--- config.mk ---
export PLATFORM = sky130hd
export DESIGN_NAME = vga_timing_gen_flat
export DESIGN_NICKNAME = d
export VERILOG_FILES = /design/src/rtl/vga_timing_gen_if.sv /design/src/rtl/vga_timing_gen.sv /design/src/flat_wrapper.sv
export SDC_FILE = /design/constraint.sdc
export NUM_CORES = 1
export LEC_CHECK = 0
export CAP_MARGIN = 10
export CORE_ASPECT_RATIO = 1.2
export CORE_MARGIN = 3
export CORE_UTILIZATION = 62
export DETAILED_ROUTE_END_ITERATION = 16
export PLACE_DENSITY = 0.85
export RECOVER_POWER = 100
export SYNTH_ARGS = -nofsm -noshare
export SYNTH_HDL_FRONTEND = slang
export SYNTH_SLANG_ARGS = --single-unit
export TNS_END_PERCENT = 50
--- constraint.sdc ---
create_clock -name clk25MHz -period 5.3 [get_ports clk25MHz]
set_clock_uncertainty 0.05 [all_clocks]
set_input_delay 1.325 -clock clk25MHz [delete_from_list [all_inputs] [get_ports clk25MHz]]
set_output_delay 1.325 -clock clk25MHz [all_outputs]
set_load 0.005 [all_outputs]
--- src/rtl/vga_timing_gen_if.sv ---
// Raster bundle between the timing generator and the colour pattern stage.
// The generator is the master: it receives the advance enable and drives the
// syncs, data-enable, coordinates and start pulses.
interface vga_timing_gen_if;
  logic       i_enable;
  logic       o_hsync;
  logic       o_vsync;
  logic       o_de;
  logic [9:0] o_x;
  logic [9:0] o_y;
  logic       o_line_start;
  logic       o_frame_start;

  modport master (
    input  i_enable,
    output o_hsync, o_vsync, o_de, o_x, o_y, o_line_start, o_frame_start
  );

  modport slave (
    output i_enable,
    input  o_hsync, o_vsync, o_de, o_x, o_y, o_line_start, o_frame_start
  );
endinterface

--- src/rtl/vga_timing_gen.sv ---
// Programmable VGA raster timing generator (single 25 MHz pixel domain).
// Each axis walks ACT -> FP -> SYNC -> BP with its own segment counter.
// All outputs are registered from the counter state of the previous edge,
// so they share one clock of latency and stay mutually aligned.
module vga_timing_gen #(
  parameter int H_ACTIVE = 640,
  parameter int H_FP     = 16,
  parameter int H_SYNC   = 96,
  parameter int H_BP     = 48,
  parameter int V_ACTIVE = 480,
  parameter int V_FP     = 10,
  parameter int V_SYNC   = 2,
  parameter int V_BP     = 33,
  parameter bit HS_POL   = 1'b0,
  parameter bit VS_POL   = 1'b0
) (
  input  logic                  clk25MHz,
  input  logic                  reset_n,
  vga_timing_gen_if.master      vga
);

  localparam int H_TOTAL = H_ACTIVE + H_FP + H_SYNC + H_BP;
  localparam int V_TOTAL = V_ACTIVE + V_FP + V_SYNC + V_BP;

  localparam logic [9:0] H_LAST     = 10'(H_TOTAL - 1);
  localparam logic [9:0] V_LAST     = 10'(V_TOTAL - 1);
  localparam logic [9:0] H_ACT_END  = 10'(H_ACTIVE - 1);
  localparam logic [9:0] H_FP_END   = 10'(H_FP - 1);
  localparam logic [9:0] H_SYNC_END = 10'(H_SYNC - 1);
  localparam logic [9:0] H_BP_END   = 10'(H_BP - 1);
  localparam logic [9:0] V_ACT_END  = 10'(V_ACTIVE - 1);
  localparam logic [9:0] V_FP_END   = 10'(V_FP - 1);
  localparam logic [9:0] V_SYNC_END = 10'(V_SYNC - 1);
  localparam logic [9:0] V_BP_END   = 10'(V_BP - 1);

  // Both axes share the same segment order, so one encoding serves both.
  typedef enum logic [1:0] {
    SEG_ACT,
    SEG_FP,
    SEG_SYNC,
    SEG_BP
  } seg_t;

  function automatic seg_t seg_next(input seg_t s);
    case (s)
      SEG_ACT:  return SEG_FP;
      SEG_FP:   return SEG_SYNC;
      SEG_SYNC: return SEG_BP;
      default:  return SEG_ACT;
    endcase
  endfunction

  seg_t       h_state, h_state_nxt;
  seg_t       v_state, v_state_nxt;
  logic [9:0] h_seg, h_seg_nxt, h_seg_last;
  logic [9:0] v_seg, v_seg_nxt, v_seg_last;
  logic [9:0] h_cnt, h_cnt_nxt;
  logic [9:0] v_cnt, v_cnt_nxt;
  logic       line_end;

  // The vertical axis steps once per completed, enabled line.
  assign line_end = vga.i_enable && (h_cnt == H_LAST);

  // Horizontal next-state: pixel counter plus porch/sync segment walk.
  always_comb begin
    // NOTE: every variable gets a default before any branch, so no path
    // leaves it unassigned and no latch is inferred.
    h_state_nxt = h_state;
    h_seg_nxt   = h_seg;
    h_cnt_nxt   = h_cnt;
    h_seg_last  = H_ACT_END;
    case (h_state)
      SEG_ACT:  h_seg_last = H_ACT_END;
      SEG_FP:   h_seg_last = H_FP_END;
      SEG_SYNC: h_seg_last = H_SYNC_END;
      default:  h_seg_last = H_BP_END;
    endcase
    if (vga.i_enable) begin
      h_cnt_nxt = (h_cnt == H_LAST) ? '0 : h_cnt + 10'd1;
      if (h_seg == h_seg_last) begin
        h_seg_nxt   = '0;
        h_state_nxt = seg_next(h_state);
      end else begin
        h_seg_nxt = h_seg + 10'd1;
      end
    end
  end

  // Vertical next-state: same walk, advanced only at the end of a line.
  always_comb begin
    v_state_nxt = v_state;
    v_seg_nxt   = v_seg;
    v_cnt_nxt   = v_cnt;
    v_seg_last  = V_ACT_END;
    case (v_state)
      SEG_ACT:  v_seg_last = V_ACT_END;
      SEG_FP:   v_seg_last = V_FP_END;
      SEG_SYNC: v_seg_last = V_SYNC_END;
      default:  v_seg_last = V_BP_END;
    endcase
    if (line_end) begin
      v_cnt_nxt = (v_cnt == V_LAST) ? '0 : v_cnt + 10'd1;
      if (v_seg == v_seg_last) begin
        v_seg_nxt   = '0;
        v_state_nxt = seg_next(v_state);
      end else begin
        v_seg_nxt = v_seg + 10'd1;
      end
    end
  end

  // State and counter registers; reset restarts the raster at (0,0).
  always_ff @(posedge clk25MHz or negedge reset_n) begin
    if (!reset_n) begin
      h_state <= SEG_ACT;
      v_state <= SEG_ACT;
      h_seg   <= '0;
      v_seg   <= '0;
      h_cnt   <= '0;
      v_cnt   <= '0;
    end else begin
      // NOTE: sequential state uses non-blocking assignments so every
      // register samples pre-edge values regardless of statement order.
      h_state <= h_state_nxt;
      v_state <= v_state_nxt;
      h_seg   <= h_seg_nxt;
      v_seg   <= v_seg_nxt;
      h_cnt   <= h_cnt_nxt;
      v_cnt   <= v_cnt_nxt;
    end
  end

  // Output decode registered from the current (pre-advance) position.
  always_ff @(posedge clk25MHz or negedge reset_n) begin
    if (!reset_n) begin
      vga.o_hsync       <= ~HS_POL;
      vga.o_vsync       <= ~VS_POL;
      vga.o_de          <= 1'b0;
      vga.o_x           <= '0;
      vga.o_y           <= '0;
      vga.o_line_start  <= 1'b0;
      vga.o_frame_start <= 1'b0;
    end else if (vga.i_enable) begin
      vga.o_hsync       <= (h_state == SEG_SYNC) ? HS_POL : ~HS_POL;
      vga.o_vsync       <= (v_state == SEG_SYNC) ? VS_POL : ~VS_POL;
      vga.o_de          <= (h_state == SEG_ACT) && (v_state == SEG_ACT);
      vga.o_x           <= ((h_state == SEG_ACT) && (v_state == SEG_ACT)) ? h_cnt : '0;
      vga.o_y           <= (v_state == SEG_ACT) ? v_cnt : '0;
      vga.o_line_start  <= (h_cnt == '0);
      vga.o_frame_start <= (h_cnt == '0) && (v_cnt == '0);
    end else begin
      // Frozen raster: blank the pixel and suppress pulses; syncs and the
      // line number keep their last value.
      vga.o_de          <= 1'b0;
      vga.o_x           <= '0;
      vga.o_line_start  <= 1'b0;
      vga.o_frame_start <= 1'b0;
    end
  end

endmodule

--- src/flat_wrapper.sv ---
// flat-port wrapper written by rule: the top's interface ports become plain ports
module vga_timing_gen_flat 
#(
  parameter int H_ACTIVE = 640,
  parameter int H_FP     = 16,
  parameter int H_SYNC   = 96,
  parameter int H_BP     = 48,
  parameter int V_ACTIVE = 480,
  parameter int V_FP     = 10,
  parameter int V_SYNC   = 2,
  parameter int V_BP     = 33,
  parameter bit HS_POL   = 1'b0,
  parameter bit VS_POL   = 1'b0
)
  (clk25MHz, reset_n, vga_i_enable, vga_o_hsync, vga_o_vsync, vga_o_de, vga_o_x, vga_o_y, vga_o_line_start, vga_o_frame_start);
  vga_timing_gen_if vga_i ();
  input  logic clk25MHz;
  input  logic reset_n;
  input wire logic [$bits(vga_i.i_enable)-1:0] vga_i_enable;
  output wire logic [$bits(vga_i.o_hsync)-1:0] vga_o_hsync;
  output wire logic [$bits(vga_i.o_vsync)-1:0] vga_o_vsync;
  output wire logic [$bits(vga_i.o_de)-1:0] vga_o_de;
  output wire logic [$bits(vga_i.o_x)-1:0] vga_o_x;
  output wire logic [$bits(vga_i.o_y)-1:0] vga_o_y;
  output wire logic [$bits(vga_i.o_line_start)-1:0] vga_o_line_start;
  output wire logic [$bits(vga_i.o_frame_start)-1:0] vga_o_frame_start;
  assign vga_i.i_enable = vga_i_enable;
  assign vga_o_hsync = vga_i.o_hsync;
  assign vga_o_vsync = vga_i.o_vsync;
  assign vga_o_de = vga_i.o_de;
  assign vga_o_x = vga_i.o_x;
  assign vga_o_y = vga_i.o_y;
  assign vga_o_line_start = vga_i.o_line_start;
  assign vga_o_frame_start = vga_i.o_frame_start;
  vga_timing_gen #(.H_ACTIVE(H_ACTIVE), .H_FP(H_FP), .H_SYNC(H_SYNC), .H_BP(H_BP), .V_ACTIVE(V_ACTIVE), .V_FP(V_FP), .V_SYNC(V_SYNC), .V_BP(V_BP), .HS_POL(HS_POL), .VS_POL(VS_POL)) u_core (.clk25MHz(clk25MHz), .reset_n(reset_n), .vga(vga_i));
endmodule
# Yosys cells after proc, flatten, opt, wreduce, memory -nomap -nowiden
# Cells that the tools add are included.
[classes]
mul = 0
eq_ne = 8
shift = 0
n_reduce_logical = 9
n_addsub = 4
muxes = 16
div = 0
n_bitwise = 0
n_lt_le_gt_ge = 0
[ops]
columns = ["cell", "count"]
rows = [
  ["10-bit two-way mux", 7],
  ["10-bit by 1-bit adder with 10-bit output (second input constant)", 4],
  ["10-bit one-hot mux with 3 select lines", 1],
  ["9-bit one-hot mux with 3 select lines", 1],
  ["10-bit equality test (second input constant)", 2],
  ["10-bit logical NOT", 2],
  ["2-bit one-hot mux with 3 select lines", 2],
  ["10-bit equality test", 1],
  ["10-bit by 9-bit equality test with 1-bit output", 1],
  ["1-bit two-way mux", 5],
  ["2-bit by 1-bit equality test with 1-bit output (second input constant)", 2],
  ["2-bit equality test (second input constant)", 2],
  ["2-bit logical NOT", 2],
  ["2-bit AND reduction", 2],
  ["1-bit logical AND", 3],
]
[totals]
mem_bits_rw = 0
mem_bits_ro = 0
latchBits = 0
output_inout_bits = 25
n_memories = 0
reg_bits = 69

# Longest topological paths before layout
[depth]
depth_word = 4
depth_mapped = 8

# Worst setup path after synthesis
# No wires, ideal clock.
[synth_path]
path_kind = "input to register"
startpoint = "in vga_i_enable"
endpoint = "reg u_core.v_seg[8]"
n_path_buf = 1
arrival_time_ps = 2640
setup_slack_ps = 2546
path_stages = 6
setup_ps = 64
cell_sequence = "buf_2 nor4b_2 nand4_1 or4_1 nand2_1 a22o_2"
[synth_between]
elab_chain_len = 1
[synth_rtl]
columns = ["item", "line", "text"]
rows = [
  ["start: declaration", "flat_wrapper.sv:19", "input wire logic [$bits(vga_i.i_enable)-1:0] vga_i_enable;"],
  ["1-bit logical AND", "vga_timing_gen.sv:62", "assign line_end = vga.i_enable && (h_cnt == H_LAST);"],
  ["end signal: assignment", "vga_timing_gen.sv:127", "v_seg <= v_seg_nxt;"],
  ["end: declaration", "vga_timing_gen.sv:56", "logic [9:0] v_seg, v_seg_nxt, v_seg_last;"],
]
# Every way passes these cells.
# A chain may end at the register's enable or synchronous reset.

==> report_table.html <==
<table>
<tr><th>Metric</th><th>Value</th></tr>
<tr><th colspan="2">Route</th></tr>
<tr><td>Final wirelength</td><td>6.59 mm</td></tr>
<tr><td>Routed via count</td><td>2463</td></tr>
<tr><td>Initial drt markers</td><td>291</td></tr>
<tr><td>Vias per std cell</td><td>5.93</td></tr>
<tr><td>Number of detailed-route iterations in the first pass</td><td>5</td></tr>
<tr><td>Detail Route Antenna Nets</td><td>0</td></tr>
<tr><td>Detailed-route DRC error count</td><td>0</td></tr>
<tr><td>Routed wire length per instance</td><td>15.9 µm</td></tr>
<tr><th colspan="2">Critical path</th></tr>
<tr><td>Gate family responsible for the most delay along the worst path</td><td>buffers and inverters</td></tr>
<tr><td>Worst path bufs/invs</td><td>2</td></tr>
<tr><td>Capturing element type of the critical path</td><td>async pin</td></tr>
<tr><td>Worst path cell trace</td><td>clkbuf_1 &gt; clkbuf_1</td></tr>
<tr><td>Critical path data arrival time</td><td>4030 ps</td></tr>
<tr><td>Cell with the largest stage delay on the worst path</td><td>sky130_fd_sc_hd__clkbuf_1</td></tr>
<tr><td>Required time of the critical path</td><td>5420 ps</td></tr>
<tr><td>Setup Crit Path Kind</td><td>input port to async pin</td></tr>
<tr><td>Most frequent cell on the critical path</td><td>sky130_fd_sc_hd__clkbuf_1</td></tr>
<tr><td>Critical Path Source Type</td><td>input port</td></tr>
<tr><td>R2r worst-path depth</td><td>6</td></tr>
<tr><td>WP depth</td><td>2</td></tr>
<tr><td>Delay of the slowest cell on the worst path</td><td>1400 ps</td></tr>
<tr><td>Maximum net fanout on the critical path</td><td>38</td></tr>
<tr><th colspan="2">Power and ir drop</th></tr>
<tr><td>Switching pwr</td><td>0.000378 W</td></tr>
<tr><td>Worst supply voltage drop on vdd</td><td>0.000253 V</td></tr>
<tr><td>Sw Share</td><td>0.290</td></tr>
<tr><td>Static Leakage</td><td>1.88 nW</td></tr>
<tr><td>Clock Power Share</td><td>0.371</td></tr>
<tr><td>Relative contribution of combinational cells to total power</td><td>0.134</td></tr>
<tr><td>Pwr per Cell Area</td><td>343 nW/µm²</td></tr>
<tr><td>Flop pwr share</td><td>0.495</td></tr>
<tr><td>Cell-internal power</td><td>0.000926 W</td></tr>
<tr><th colspan="2">STA</th></tr>
<tr><td>Highest Clock Rate</td><td>256 MHz</td></tr>
<tr><td>Final period util</td><td>0.738</td></tr>
<tr><td>Final WS setup</td><td>1390 ps</td></tr>
<tr><td>Normalized max-slew margin</td><td>-0.323</td></tr>
<tr><td>Final setup violation count</td><td>0</td></tr>
<tr><td>Final hold violations</td><td>0</td></tr>
<tr><td>Number of pins exceeding their max-slew limit in the final report</td><td>72</td></tr>
<tr><td>Final min period</td><td>3910 ps</td></tr>
<tr><td>Total Neg Setup Slack</td><td>0 ps</td></tr>
<tr><td>Slew at the pin closest to its max-slew limit</td><td>1980 ps</td></tr>
<tr><td>Unrepaired setup endpoints after global routing</td><td>no</td></tr>
<tr><th colspan="2">Synth</th></tr>
<tr><td>Cell area after technology mapping</td><td>3300 µm²</td></tr>
<tr><td>Number of distinct library cells after synthesis</td><td>46</td></tr>
<tr><td>Mean instance size in the synthesized netlist</td><td>10.3 µm²</td></tr>
<tr><td>Net Count, Synth</td><td>337</td></tr>
<tr><td>Number of enable-type register cells in the synthesized netlist</td><td>0</td></tr>
<tr><td>Register bit total from synthesis</td><td>69</td></tr>
<tr><td>Warnings from Yosys</td><td>0</td></tr>
<tr><td>Number of standard cells after synthesis</td><td>321</td></tr>
<tr><td>Most used flip-flop cell after synthesis</td><td>sky130_fd_sc_hd__dfrtp_1</td></tr>
<tr><td>Synth async-reset ratio</td><td>1.00</td></tr>
<tr><td>Proportion of synthesized chip area in sequential cells</td><td>0.525</td></tr>
<tr><th colspan="2">Final layout</th></tr>
<tr><td>Fillcell total</td><td>342</td></tr>
<tr><td>Core utilization of the finished layout</td><td>0.753</td></tr>
<tr><td>Layout Nets</td><td>366</td></tr>
<tr><td>Area occupied by registers</td><td>1730 µm²</td></tr>
<tr><td>Antenna Diode Count</td><td>0</td></tr>
<tr><td>Synth-to-Final Area Change</td><td>15.3%</td></tr>
<tr><td>Area of the multi-input gates</td><td>1420 µm²</td></tr>
<tr><td>Layout cell share with drive strength beyond 1</td><td>0.0732</td></tr>
<tr><th colspan="2">Worst hold path</th></tr>
<tr><td>Worst Hold Path Cells</td><td>2</td></tr>
<tr><td>Worst hold-check path type</td><td>register to register</td></tr>
<tr><th colspan="2">Run</th></tr>
<tr><td>Max-cap violations</td><td>2</td></tr>
<tr><th colspan="2">Floorplanning</th></tr>
<tr><td>Floorplan die height</td><td>85.9 µm</td></tr>
<tr><td>Num rows</td><td>28</td></tr>
<tr><td>Number of ports placed on the die boundary</td><td>28</td></tr>
<tr><td>X dimension of the die</td><td>72.6 µm</td></tr>
<tr><td>Placeable core area</td><td>5040 µm²</td></tr>
<tr><td>Initial core utilization</td><td>0.653</td></tr>
<tr><td>Overall die area</td><td>6230 µm²</td></tr>
<tr><th colspan="2">Placement</th></tr>
<tr><td>Port-buffer cells</td><td>27</td></tr>
<tr><td>Worst Setup Slack post-DPL</td><td>1360 ps</td></tr>
<tr><td>Post-DP HPWL</td><td>4.19 mm</td></tr>
<tr><td>Routability Congestion</td><td>0.822</td></tr>
<tr><th colspan="2">Clocking</th></tr>
<tr><td>TritonCTS clock tree</td><td>built</td></tr>
<tr><td>H-Tree Depth</td><td>3</td></tr>
<tr><td>Total clock sinks</td><td>69</td></tr>
<tr><td>Number of gates given a new drive strength after cts</td><td>0</td></tr>
<tr><td>Inserted Clock Buffers</td><td>9</td></tr>
<tr><td>Root buffer selected by CTS</td><td>sky130_fd_sc_hd__clkbuf_8</td></tr>
<tr><td>Latest clock arrival within the worst-skew pair</td><td>350 ps</td></tr>
<tr><td>Buffer levels on the longest clock path</td><td>2</td></tr>
<tr><td>Worst-path clk slew</td><td>80 ps</td></tr>
<tr><td>Number of buffers added for setup after CTS</td><td>0</td></tr>
<tr><td>CTS Hold Buffers Added</td><td>0</td></tr>
<tr><th colspan="2">Global route</th></tr>
<tr><td>Congestion Overflow GR</td><td>0</td></tr>
<tr><td>Largest net degree at the start of global routing</td><td>39</td></tr>
<tr><td>Global-route wire length before repair</td><td>11.4 mm</td></tr>
<tr><td>Initial antenna violation count</td><td>0</td></tr>
<tr><td>GRT Resource Usage Total</td><td>0.238</td></tr>
<tr><td>Vias in the first global route</td><td>2381</td></tr>
<tr><th colspan="2">Status</th></tr>
<tr><td>Run status</td><td>finished, violations left</td></tr>
<tr><td>Failing checks</td><td>max-capacitance violations, max-slew violations</td></tr>
</table>
stage by stage:
step | hold WS (ps) | power [W] | instances | area, µm²
after floorplan | 404 | 0.000770 | 321 | 3300
after global placement | 404 | 0.000813 | 399 | 3600
after detailed placement | 406 | 0.000831 | 399 | 3600
after CTS | 421 | 0.00132 | 415 | 3820
after global routing | 453 | 0.00137 | 415 | 3800
final | 416 | 0.00130 | 415 | 3800
area by class of cell:
type	instances	area share
clock buffers	9	0.0326
clock inverters	7	0.0257
inverters	22	0.0217
multi-input cells	219	0.373
flip-flops and latches	69	0.455
well taps	60	0.0198
repair buffers	29	0.0724
cells by family after synthesis:
family                   share of synthesized area
flip-flops                                   0.525
XOR/XNOR                                    0.0664
multiplexers                                0.0220
adder cells (fa/ha/maj)                     0.0494
AO/OA/AOI/OAI                               0.0820
buffers and inverters                       0.0402
AND/OR/NAND/NOR                              0.215
registers in the layout, indices dropped and copies added, names as in the netlist, 2 cells and up:
register        cells
u_core.h_cnt       10
u_core.h_seg       10
u_core.h_state      2
u_core.v_cnt       10
u_core.v_seg       10
u_core.v_state      2
u_core.vga.o_x     10
u_core.vga.o_y     10
power by group through the flow:
stage	Clock (W)	Sequential, W	Combinational [W]
floorplan	0	0.000628	0.000142
global placement	0	0.000646	0.000167
detailed placement	0	0.000650	0.000181
CTS	0.000487	0.000643	0.000187
global route	0.000515	0.000654	0.000201
finish	0.000484	0.000645	0.000175
worst paths after layout:
| check | start | endpoint | slack [ps] |
|---|---|---|---|
| worst max-delay path | reset_n | u_core.v_seg[4]$_DFFE_PN0P_ | 1390 |
| worst min-delay path | u_core.vga.o_vsync$_DFFE_PN1P_ | u_core.vga.o_vsync$_DFFE_PN1P_ | 420 |
| worst max register to register | u_core.h_state[0]$_DFFE_PN0P_ | u_core.h_state[1]$_DFFE_PN0P_ | 2430 |
| worst min register to register | u_core.vga.o_vsync$_DFFE_PN1P_ | u_core.vga.o_vsync$_DFFE_PN1P_ | 420 |
| max in group clk25MHz | vga_i_enable | u_core.v_seg[8]$_DFFE_PN0P_ | 1430 |
| min in group asynchronous | reset_n | u_core.vga.o_x[4]$_DFF_PN0_ | 1470 |
per-layer routing:
metal	vias up	GRT usage	wire, µm
met2	80	0.389	3380
li1	1172	-	-
met1	1198	0.301	2810
met3	13	0.0621	303
met5	-	0	0
met4	0	0.0940	103
cell usage after synthesis, types with 2 or more instances:
library cell               instances  area, µm²
sky130_fd_sc_hd__xor2_1           12        105
sky130_fd_sc_hd__ha_1             13        163
sky130_fd_sc_hd__nor2_1           18       67.6
sky130_fd_sc_hd__or4_1             2       15.0
sky130_fd_sc_hd__o22ai_1           2       12.5
sky130_fd_sc_hd__xnor2_1          13        114
sky130_fd_sc_hd__nor4_1            3       18.8
sky130_fd_sc_hd__nand2b_1          2       12.5
sky130_fd_sc_hd__a31oi_1           3       18.8
sky130_fd_sc_hd__inv_1            22       82.6
sky130_fd_sc_hd__nor3_1            5       25.0
sky130_fd_sc_hd__nand3_1          22        110
sky130_fd_sc_hd__mux2_2            2       22.5
sky130_fd_sc_hd__mux2i_1           5       50.1
sky130_fd_sc_hd__o31ai_1           2       15.0
sky130_fd_sc_hd__and4_1            3       26.3
sky130_fd_sc_hd__dfrtp_1          67       1680
sky130_fd_sc_hd__clkbuf_1          8       30.0
sky130_fd_sc_hd__or3_1             3       18.8
sky130_fd_sc_hd__and2_1           14       87.6
sky130_fd_sc_hd__nand2_1          25       93.8
sky130_fd_sc_hd__o21ai_0          23        115
sky130_fd_sc_hd__a21oi_1           5       25.0
sky130_fd_sc_hd__dfstp_2           2       52.6
sky130_fd_sc_hd__nand4_1          10       62.6
sky130_fd_sc_hd__and3_1           15       93.8
layout by cell type (no fill, tap or decap), types with 3 or more instances in the layout:
master / synthesis / layout
sky130_fd_sc_hd__a31oi_1: 3 / 3
sky130_fd_sc_hd__inv_1: 22 / 22
sky130_fd_sc_hd__and3_1: 15 / 15
sky130_fd_sc_hd__and4_1: 3 / 3
sky130_fd_sc_hd__ha_1: 13 / 13
sky130_fd_sc_hd__and2_0: 0 / 5
sky130_fd_sc_hd__o21ai_0: 23 / 23
sky130_fd_sc_hd__or3_1: 3 / 3
sky130_fd_sc_hd__a21oi_1: 5 / 5
sky130_fd_sc_hd__nor4_1: 3 / 3
sky130_fd_sc_hd__nor3_1: 5 / 6
sky130_fd_sc_hd__nand3_1: 22 / 22
sky130_fd_sc_hd__dfrtp_1: 67 / 67
sky130_fd_sc_hd__and2_1: 14 / 9
sky130_fd_sc_hd__dlygate4sd3_1: 0 / 26
sky130_fd_sc_hd__nand4_1: 10 / 10
sky130_fd_sc_hd__nor2_1: 18 / 18
sky130_fd_sc_hd__mux2i_1: 5 / 5
sky130_fd_sc_hd__xor2_1: 12 / 12
sky130_fd_sc_hd__xnor2_1: 13 / 13
sky130_fd_sc_hd__clkbuf_8: 0 / 9
sky130_fd_sc_hd__nand2_1: 25 / 25
No activity file was read; power rests on OpenSTA's default activity.
